## src/rtl/dmi_arb_pkg.sv

```systemverilog
// Shared types for the DMI arbiter: the DMI request/response structs, FSM states,
// the default DM wait limit and the owner-index width helper.
package dmi_arb_pkg;

   // DMI request/response layout; must stay bit-compatible with the Debug Module's types.
   typedef enum logic [1:0] {
      DTM_NOP   = 2'h0,
      DTM_READ  = 2'h1,
      DTM_WRITE = 2'h2
   } dtm_op_e;

   localparam logic [1:0] DTM_ERR = 2'h2;

   typedef struct packed {
      logic [6:0]  addr;
      dtm_op_e     op;
      logic [31:0] data;
   } dmi_req_t;

   typedef struct packed {
      logic [31:0] data;
      logic [1:0]  resp;
   } dmi_resp_t;

   typedef enum logic [1:0] {
      ST_IDLE,
      ST_FWD,
      ST_WAIT,
      ST_RET
   } arb_state_e;

   localparam int unsigned DMI_ARB_TIMEOUT_DEFAULT = 1024;

   function automatic int unsigned owner_width(input int unsigned n);
      return (n > 1) ? $clog2(n) : 1;
   endfunction

endpackage

```

## src/rtl/dmi_arbiter_rr.sv

```systemverilog
// Combinational round-robin pick: first valid requester after last_i, wrapping.
module rr_arbiter
   import dmi_arb_pkg::*;
#(
   parameter int unsigned  N_REQ = 2,
   localparam int unsigned OW    = owner_width(N_REQ)
) (
   input  logic [N_REQ-1:0] valid_i,
   input  logic [OW-1:0]    last_i,
   output logic             gnt_valid_o,
   output logic [OW-1:0]    gnt_idx_o
);

   int idx;

   always_comb begin
      gnt_valid_o = 1'b0;
      gnt_idx_o   = '0;
      idx         = 0;
      for (int k = 1; k <= int'(N_REQ); k++) begin
         idx = int'(last_i) + k;
         if (idx >= int'(N_REQ)) idx = idx - int'(N_REQ);
         if (!gnt_valid_o && valid_i[OW'(idx)]) begin
            gnt_valid_o = 1'b1;
            gnt_idx_o   = OW'(idx);
         end
      end
   end

endmodule

```

## src/rtl/dmi_arbiter.sv

```systemverilog
// Round-robin arbiter sharing one DM DMI port among N_REQ requesters, one transaction
// in flight. Optional DM hang recovery is enabled by defining DMI_ARB_TIMEOUT_EN.
module dmi_arbiter
   import dmi_arb_pkg::*;
#(
   parameter int unsigned  N_REQ          = 2,
   parameter int unsigned  TIMEOUT_CYCLES = DMI_ARB_TIMEOUT_DEFAULT,
   localparam int unsigned OW             = owner_width(N_REQ)
) (
   input  logic                              CLK_I,
   input  logic                              RST_I,
   input  logic [N_REQ-1:0]                  REQ_VALID_I,
   output logic [N_REQ-1:0]                  REQ_READY_O,
   input  logic [N_REQ*$bits(dmi_req_t)-1:0] REQ_I,
   output logic [N_REQ-1:0]                  RESP_VALID_O,
   input  logic [N_REQ-1:0]                  RESP_READY_I,
   output logic [$bits(dmi_resp_t)-1:0]      RESP_O,
   output logic                              DM_REQ_VALID_O,
   input  logic                              DM_REQ_READY_I,
   output logic [$bits(dmi_req_t)-1:0]       DM_REQ_O,
   input  logic                              DM_RESP_VALID_I,
   output logic                              DM_RESP_READY_O,
   input  logic [$bits(dmi_resp_t)-1:0]      DM_RESP_I,
   output logic                              BUSY_O,
   output logic [OW-1:0]                     OWNER_O
);

   localparam int unsigned REQ_W = $bits(dmi_req_t);

   if (N_REQ < 2 || N_REQ > 8) begin : g_bad_n_req
      $error("dmi_arbiter: N_REQ must be in 2..8");
   end
   if (TIMEOUT_CYCLES < 2) begin : g_bad_timeout
      $error("dmi_arbiter: TIMEOUT_CYCLES must be at least 2");
   end

   arb_state_e state_q, state_d;
   logic [OW-1:0] owner_q, owner_d;
   logic [OW-1:0] last_q, last_d;
   dmi_req_t  req_q, req_d;
   dmi_resp_t resp_q, resp_d;
   dmi_req_t  req_arr [N_REQ];
   logic          gnt_valid;
   logic [OW-1:0] gnt_idx;
   logic          stale;
   logic          timeout;

   for (genvar gi = 0; gi < N_REQ; gi++) begin : g_unpack
      assign req_arr[gi] = dmi_req_t'(REQ_I[gi*REQ_W +: REQ_W]);
   end

   rr_arbiter #(.N_REQ(N_REQ)) u_rr (
      .valid_i     (REQ_VALID_I),
      .last_i      (last_q),
      .gnt_valid_o (gnt_valid),
      .gnt_idx_o   (gnt_idx)
   );

`ifdef DMI_ARB_TIMEOUT_EN
   localparam int unsigned CNT_W = $clog2(TIMEOUT_CYCLES);
   logic [CNT_W-1:0] cnt_q, cnt_d;
   logic             stale_q, stale_d;

   assign stale   = stale_q;
   assign timeout = (cnt_q == CNT_W'(TIMEOUT_CYCLES - 1));
`else
   assign stale   = 1'b0;
   assign timeout = 1'b0;
`endif

   always_comb begin
      state_d         = state_q;
      owner_d         = owner_q;
      last_d          = last_q;
      req_d           = req_q;
      resp_d          = resp_q;
      REQ_READY_O     = '0;
      RESP_VALID_O    = '0;
      DM_REQ_VALID_O  = 1'b0;
      DM_RESP_READY_O = stale;
`ifdef DMI_ARB_TIMEOUT_EN
      stale_d = stale_q;
      // A late answer to a timed-out request is swallowed here, never forwarded.
      if (stale_q && DM_RESP_VALID_I) stale_d = 1'b0;
`endif
      unique case (state_q)
         ST_IDLE: begin
            if (gnt_valid && !stale && !RST_I) begin
               REQ_READY_O[gnt_idx] = 1'b1;
               req_d   = req_arr[gnt_idx];
               owner_d = gnt_idx;
               last_d  = gnt_idx;
               state_d = ST_FWD;
            end
         end
         ST_FWD: begin
            DM_REQ_VALID_O = 1'b1;
            if (DM_REQ_READY_I) begin
               state_d = ST_WAIT;
            end else if (timeout) begin
               resp_d  = dmi_resp_t'{data: 32'h0, resp: DTM_ERR};
               state_d = ST_RET;
            end
         end
         ST_WAIT: begin
            DM_RESP_READY_O = 1'b1;
            if (DM_RESP_VALID_I) begin
               resp_d  = dmi_resp_t'(DM_RESP_I);
               state_d = ST_RET;
            end else if (timeout) begin
               resp_d  = dmi_resp_t'{data: 32'h0, resp: DTM_ERR};
               state_d = ST_RET;
`ifdef DMI_ARB_TIMEOUT_EN
               stale_d = 1'b1;
`endif
            end
         end
         ST_RET: begin
            RESP_VALID_O[owner_q] = 1'b1;
            if (RESP_READY_I[owner_q]) state_d = ST_IDLE;
         end
         default: state_d = ST_IDLE;
      endcase
`ifdef DMI_ARB_TIMEOUT_EN
      if ((state_d == ST_FWD && state_q != ST_FWD) ||
          (state_q == ST_FWD && state_d == ST_WAIT)) begin
         cnt_d = '0;
      end else if (state_q == ST_FWD || state_q == ST_WAIT) begin
         cnt_d = cnt_q + 1'b1;
      end else begin
         cnt_d = cnt_q;
      end
`endif
   end

   always_ff @(posedge CLK_I) begin
      if (RST_I) begin
         state_q <= ST_IDLE;
         owner_q <= '0;
         last_q  <= OW'(N_REQ - 1);
         req_q   <= '0;
         resp_q  <= '0;
      end else begin
         state_q <= state_d;
         owner_q <= owner_d;
         last_q  <= last_d;
         req_q   <= req_d;
         resp_q  <= resp_d;
      end
   end

`ifdef DMI_ARB_TIMEOUT_EN
   always_ff @(posedge CLK_I) begin
      if (RST_I) begin
         cnt_q   <= '0;
         stale_q <= 1'b0;
      end else begin
         cnt_q   <= cnt_d;
         stale_q <= stale_d;
      end
   end
`endif

   assign DM_REQ_O = req_q;
   assign RESP_O   = resp_q;
   assign BUSY_O   = (state_q != ST_IDLE);
   assign OWNER_O  = owner_q;

endmodule
```

## config.mk

```make
export PLATFORM = sky130hd
export DESIGN_NAME = dmi_arbiter
export DESIGN_NICKNAME = d
export VERILOG_FILES = /design/src/rtl/dmi_arb_pkg.sv /design/src/rtl/dmi_arbiter_rr.sv /design/src/rtl/dmi_arbiter.sv
export SDC_FILE = /design/constraint.sdc
export NUM_CORES = 1
export LEC_CHECK = 0
export BUFFER_PORTS_ARGS = -buffer_cell sky130_fd_sc_hd__buf_2
export CAP_MARGIN = 10
export CORE_MARGIN = 4
export CORE_UTILIZATION = 46
export DETAILED_ROUTE_END_ITERATION = 8
export GPL_TIMING_DRIVEN = 0
export PLACE_DENSITY = 0.84
export SLEW_MARGIN = 15
export SYNTH_ARGS = -nofsm -noshare
export SYNTH_HDL_FRONTEND = slang
export SYNTH_HIERARCHICAL = 1
export SYNTH_SLANG_ARGS = --single-unit
```

## constraint.sdc

```tcl
create_clock -name CLK_I -period 5 [get_ports CLK_I]
set_input_delay 0.75 -clock CLK_I [delete_from_list [all_inputs] [get_ports CLK_I]]
set_output_delay 0.75 -clock CLK_I [all_outputs]
set_load 0.05 [all_outputs]
```

Word-level counts from Yosys, hierarchy flattened

Cells that the tools add are included.

Input bits: 124
Output and inout port bits: 83
Logic and storage cells: 69
Register bits after elaboration: 79

Bitwise gates (word level): 1
Order comparisons: 9
Add/subtract/negate cells: 4
Equal/unequal tests: 7
Muxes and demuxes: 29
Reductions and logical operators: 11

Operators with widths:

| kind                | count |
|---|---|
| $mux 41             | 3 |
| $mux 1              | 16 |
| $mux 2              | 7 |
| $ne 2x2->1 const B  | 4 |
| $pmux 2 s4          | 1 |
| $lt 1x3->1 const B  | 2 |
| $eq 2x2->1 const B  | 2 |
| $ge 2x2->1 const B  | 2 |
| $logic_and 1x1->1   | 4 |
| $lt 1x2->1 const B  | 2 |
| $reduce_and 2->1    | 2 |
| $reduce_and 4->1    | 1 |
| $add 1x2->3 const B | 1 |
| $ge 3x2->1 const B  | 1 |
| $add 1x1->2 const B | 1 |
| $demux 1 s1         | 2 |
| $eq 2x1->1 const B  | 1 |
| $ge 1x1->1 const B  | 2 |
| $logic_not 1->1     | 2 |
| $logic_not 2->1     | 1 |
| $not 1->2           | 1 |
| $reduce_bool 2->1   | 1 |
| $sub 1x1->1 const B | 2 |

Depth between registers and ports, before layout

Depth after elaboration: 16
Gate-level depth with buffers: 8

Modules after synthesis

The synthesis kept the hierarchy.

Modules (own cells, without submodules):

| module      | cells each | times used | area each (µm²) |
|---|---|---|---|
| dmi_arbiter | 367        | 1          | 3241.9 |
| rr_arbiter  | 2          | 1          | 21.3 |

Least setup slack after synthesis

No wires, ideal clock.

Path kind: input to output
Start point: input REQ_VALID_I[0]
End point: output REQ_READY_O[0]
Stages: 4
Arrival: 1.884 ns
Required time: 4.250 ns
Path buffers: 2
Slack: 2.366 ns
Path through: nor2b_4 -> buf_2 -> buf_2 -> nor2_1

Cells in the longest elaborated chain, start to end: 12
Elaborated cells between the ends (all ways): 18
Those cells by class: order compare (2); mux (12); reduce/logical (4)

RTL lines:

| what                                                                  | RTL line             | source |
|---|---|---|
| start, declared                                                       | dmi_arbiter.sv:12    | `input logic [N_REQ-1:0] REQ_VALID_I,` |
| $mux 1 (not written as such) (2 in series)                            | dmi_arbiter_rr.sv:23 | `if (!gnt_valid_o && valid_i[OW'(idx)]) begin` |
| $mux 1                                                                | dmi_arbiter_rr.sv:23 |  |
| $logic_not 1->1                                                       | dmi_arbiter_rr.sv:23 |  |
| $logic_and 1x1->1                                                     | dmi_arbiter_rr.sv:23 |  |
| $mux 1                                                                | dmi_arbiter_rr.sv:23 |  |
| $lt 1x2->1 (not written as such) / $ge 1x1->1 (equally long branches) | dmi_arbiter.sv:89    | `REQ_READY_O[gnt_idx] = 1'b1;` |
| $logic_and 1x1->1 (not written as such)                               | dmi_arbiter.sv:89    |  |
| $mux 1 (not written as such)                                          | dmi_arbiter.sv:89    |  |
| $demux 1 s1                                                           | dmi_arbiter.sv:89    |  |
| $mux 2 (*)                                                            | dmi_arbiter.sv:88    | `if (gnt_valid && !stale && !RST_I) begin` |
| $mux 2 (*)                                                            | dmi_arbiter.sv:86    | `unique case (state_q)` |
| end, declared                                                         | dmi_arbiter.sv:13    | `output logic [N_REQ-1:0] REQ_READY_O,` |

Mark *: on every way between the ends. The rest lies on a longest branch, timed or not. The select of a mux whose other input is x is not followed.

Final worst setup path

Start point: input REQ_VALID_I[0]
End point: output REQ_READY_O[1]

Cells in the longest elaborated chain, start to end: 12
Elaborated cells between the ends (all ways): 18
Those cells by class: order compare (2); mux (12); reduce/logical (4)

RTL lines:

| what                                                                  | RTL line             | source |
|---|---|---|
| $mux 1 (not written as such) (2 in series)                            | dmi_arbiter_rr.sv:23 |  |
| $mux 1                                                                | dmi_arbiter_rr.sv:23 |  |
| $logic_not 1->1                                                       | dmi_arbiter_rr.sv:23 |  |
| $logic_and 1x1->1                                                     | dmi_arbiter_rr.sv:23 |  |
| $mux 1 (*)                                                            | dmi_arbiter_rr.sv:23 |  |
| net gnt_idx                                                           | dmi_arbiter.sv:44    | `logic [OW-1:0] gnt_idx;` |
| $lt 1x2->1 (not written as such) / $ge 1x1->1 (equally long branches) | dmi_arbiter.sv:89    |  |
| $logic_and 1x1->1 (not written as such)                               | dmi_arbiter.sv:89    |  |
| $mux 1 (not written as such)                                          | dmi_arbiter.sv:89    |  |
| $demux 1 s1 (*)                                                       | dmi_arbiter.sv:89    |  |
| $mux 2 (*)                                                            | dmi_arbiter.sv:88    |  |
| $mux 2 (*)                                                            | dmi_arbiter.sv:86    |  |

The timed path passes the listed nets; every way through them passes the cells marked *. The select of a mux whose other input is x is not followed.

==> run_results.csv <==
group,metric,value,unit
run_status,status,"complete, no violations",
place,place_congestion,0.7448,
detailed_routing,wire_per_inst,13.70,um
cts,cts.path.max_buffers,2,
logic_synthesis,synth_cell_types,20,
global_route,met2_usage,41.00,%
global_route,gr-usage-all-layers,22.53,%
timing,setup_viol,0,
logic_synthesis,syn-instance-count,369,
layout,fin_cells,683,
timing,worst_slew_pin_slew,576.3,ps
worst_setup_path,path_cells,"buf_2 -> nor2b_4 -> buf_2 -> buf_2 -> nand2_1 -> inv_1 -> buf_2",
logic_synthesis,ys_top_cells_by_area,"dfxtp_1, mux2i_1, a211oi_1",
timing,relSlewSlack,61.58,%
logic_synthesis,ys_ff_latch,79,
cts,cts_setup_buffers,0,
worst_setup_path,r2r_end,"state_q[1]",
cts,cts_made_buffers,9,
floorplan,num_rows,30,
global_route,grt_overflow_total,0,
worst_setup_path,timing.rr.start,"state_q[0]",
global_route,grt_pass1_wl,15640,um
timing,fin_ws,2271,ps
timing,tns,0,ps
detailed_routing,via_per_inst,4.839,
floorplan,die_area,8505,sq um
worst_setup_path,reg2reg_slack,3180,ps
global_route,busiest_layer,"met2",
logic_synthesis,yosysWarningCount,6,
place,hpwl,7601,um
worst_hold_path,holdPathEnd,"RESP_O[1]",
logic_synthesis,syn-num-nets,498,
timing,fin_crit,2729,ps
cts,cts_tree,"built",
global_route,antenna_found_initial,0,
logic_synthesis,synth_area,3263,sq um
worst_hold_path,min_from,"RESP_O[1]",
cts,htree_num_levels,3,
cts,clkSlewWorstSetupHoldPaths,70,ps
floorplan,die-width,92.23,um
detailed_routing,ant_nets,0,
layout,area_growth,40.64,%
floorplan,initial_core_util,47.77,%
worst_setup_path,arrival,1980,ps
timing,finalMaxSlewViolations,0,
global_route,grt_pass1_vias,3440,
place,port_buffers,204,
floorplan,core,6832,sq um
logic_synthesis,syn_area_per_cell,8.843,sq um
worst_hold_path,hold_path_class,"flop to flop",
worst_setup_path,critical_path.max_fanout,10,
global_route,grt_util_met1,25.18,%
detailed_routing,drc,0,
timing,hold_viol_final,0,
worst_setup_path,required,4250,ps
worst_setup_path,worstSetupStartpointType,"input pin",
layout,drive_above_1_share,40.20,%
timing,finalCritPeriodShare,54.58,%
cts,clock_sinks,79,
detailed_routing,wl,9354,um
detailed_routing,drt_iter0_drc,88,
power,ir_worst_vdd,0.2342,mV
power,p_leak,2.142,nW
detailed_routing,drtPass1Iterations,4,
logic_synthesis,yosysSeqAreaShare,48.47,%
global_route,grt_util_met3,6.399,%
worst_setup_path,slowest_stage,"buf_2",
layout,final_nets,713,
power,total_power,2.138,mW
floorplan,boundaryPins,207,
cts,cts.repair.resized,0,
floorplan,die_height,92.23,um
run,cap_violations,0,
place,place_inst,669,
logic_synthesis,synth_top_area_share,48.47,%
place,pre_cts_ws,2276,ps
layout,n_antenna_cell,0,
worst_setup_path,r2r_cells,5,
timing,hold_slack,452.0,ps
timing,skew,7.941,ps
cts,clk_latency,340,ps
worst_setup_path,cp-startpoint,"REQ_VALID_I[0]",
power,p_per_area,465.8,nW/um^2
cts,cts-root-buf,"clkbuf_8",
worst_setup_path,worstSetupPathType,"input pin to output port",
worst_setup_path,slowest_delay,310,ps
timing,rsz0062_at_grt,"false",
logic_synthesis,synth_top_cell_by_area,"dfxtp_1",
detailed_routing,vias,3305,
worst_setup_path,cpMostUsedCell,"buf_2",
worst_hold_path,whs_path_depth,2,
cts,cts_hold_buf,0,
global_route,grt_max_degree,13,
worst_setup_path,worstSetupEndpointType,"output port",
timing,max_freq,0.3664,GHz
==> kinds of logic after synthesis <==
kind of cell	count (synthesis)	synth area share (%)
compound gates	82	16.22
fa+ha+maj	5	1.917
simple gates	123	15.03
buf+inv	38	5.483
mux	42	12.88
flops	79	48.47
==> critical path: cells and delay by family <==
kind                   cells  cell delay, ps
and+or+nand+nor            2             280
buffers and inverters      5             940
==> cells in the final DEF (no fill, tap or decap), types with 2 or more instances in the layout <==
master	Yosys	final
clkbuf_8	0	10
and2_1	2	2
buf_2	11	215
a211oi_1	42	42
nor2_1	44	44
inv_1	7	7
ha_1	5	5
buf_4	4	4
dfxtp_1	79	79
clkinv_2	0	2
nand2_1	73	73
a21oi_1	37	37
clkbuf_1	15	15
mux2i_1	42	42
==> cell usage after synthesis <==
| cell type | count |
|---|---|
| a21oi_1 | 37 |
| buf_6 | 1 |
| nor2b_1 | 1 |
| ha_1 | 5 |
| a222oi_1 | 1 |
| nand2_1 | 73 |
| inv_1 | 7 |
| mux2i_1 | 42 |
| and2_1 | 2 |
| nand3_1 | 1 |
| a41o_1 | 1 |
| buf_2 | 11 |
| a311oi_1 | 1 |
| nand2b_4 | 1 |
| dfxtp_1 | 79 |
| a211oi_1 | 42 |
| buf_4 | 4 |
| clkbuf_1 | 15 |
| nor2b_4 | 1 |
| nor2_1 | 44 |
==> worst max-delay path by stage <==
stage	end	slack (ps)	depth (start not counted)
6_report	REQ_READY_O[1]	2270	7
3_3_place_gp	REQ_READY_O[1]	2310	7
5_1_grt	REQ_READY_O[1]	2070	8
2_1_floorplan	REQ_READY_O[0]	2370	4
3_5_place_dp	REQ_READY_O[1]	2280	7
4_1_cts	REQ_READY_O[1]	2250	8
==> per-stage QoR <==
step	area, sq um	utilization (%)
final	4589	67.18
after floorplan	3263	-
after global routing	4589	67.18
after detailed placement	4404	64.47
after CTS	4589	67.18
after global placement	4404	64.47
==> area by class of cell <==
class | count | area, sq um
Buffer | 31 | 152.6
Clock buffer | 10 | 137.6
Fill cell | 594 | 2242
Timing Repair Buffer | 204 | 1021
Sequential cell | 79 | 1582
Multi-Input combinational cell | 252 | 1503
Tap cell | 96 | 120.1
Clock inverter | 4 | 47.55
Inverter | 7 | 26.28
==> state kept, by name (all words and copies together), names as in the netlist <==
signal / flops
DM_REQ_O: 41
state_q: 2
RESP_O: 34
last_q: 1
OWNER_O: 1
==> where the power goes <==
group | internal, mW | switching, mW
registers | 0.730 | 0.0541
logic | 0.248 | 0.655
clock network | 0.237 | 0.213
==> per-layer routing <==
metal | part of all wire (%) | vias up | wire length [um]
li1 | - | 1685 | -
met1 | 39 | 1469 | 3680
met2 | 51 | 139 | 4767
met3 | 8.5 | 12 | 791
met4 | 1.2 | 0 | 114
met5 | 0 | - | 0
Note: power is estimated with default switching activity, not from simulation.
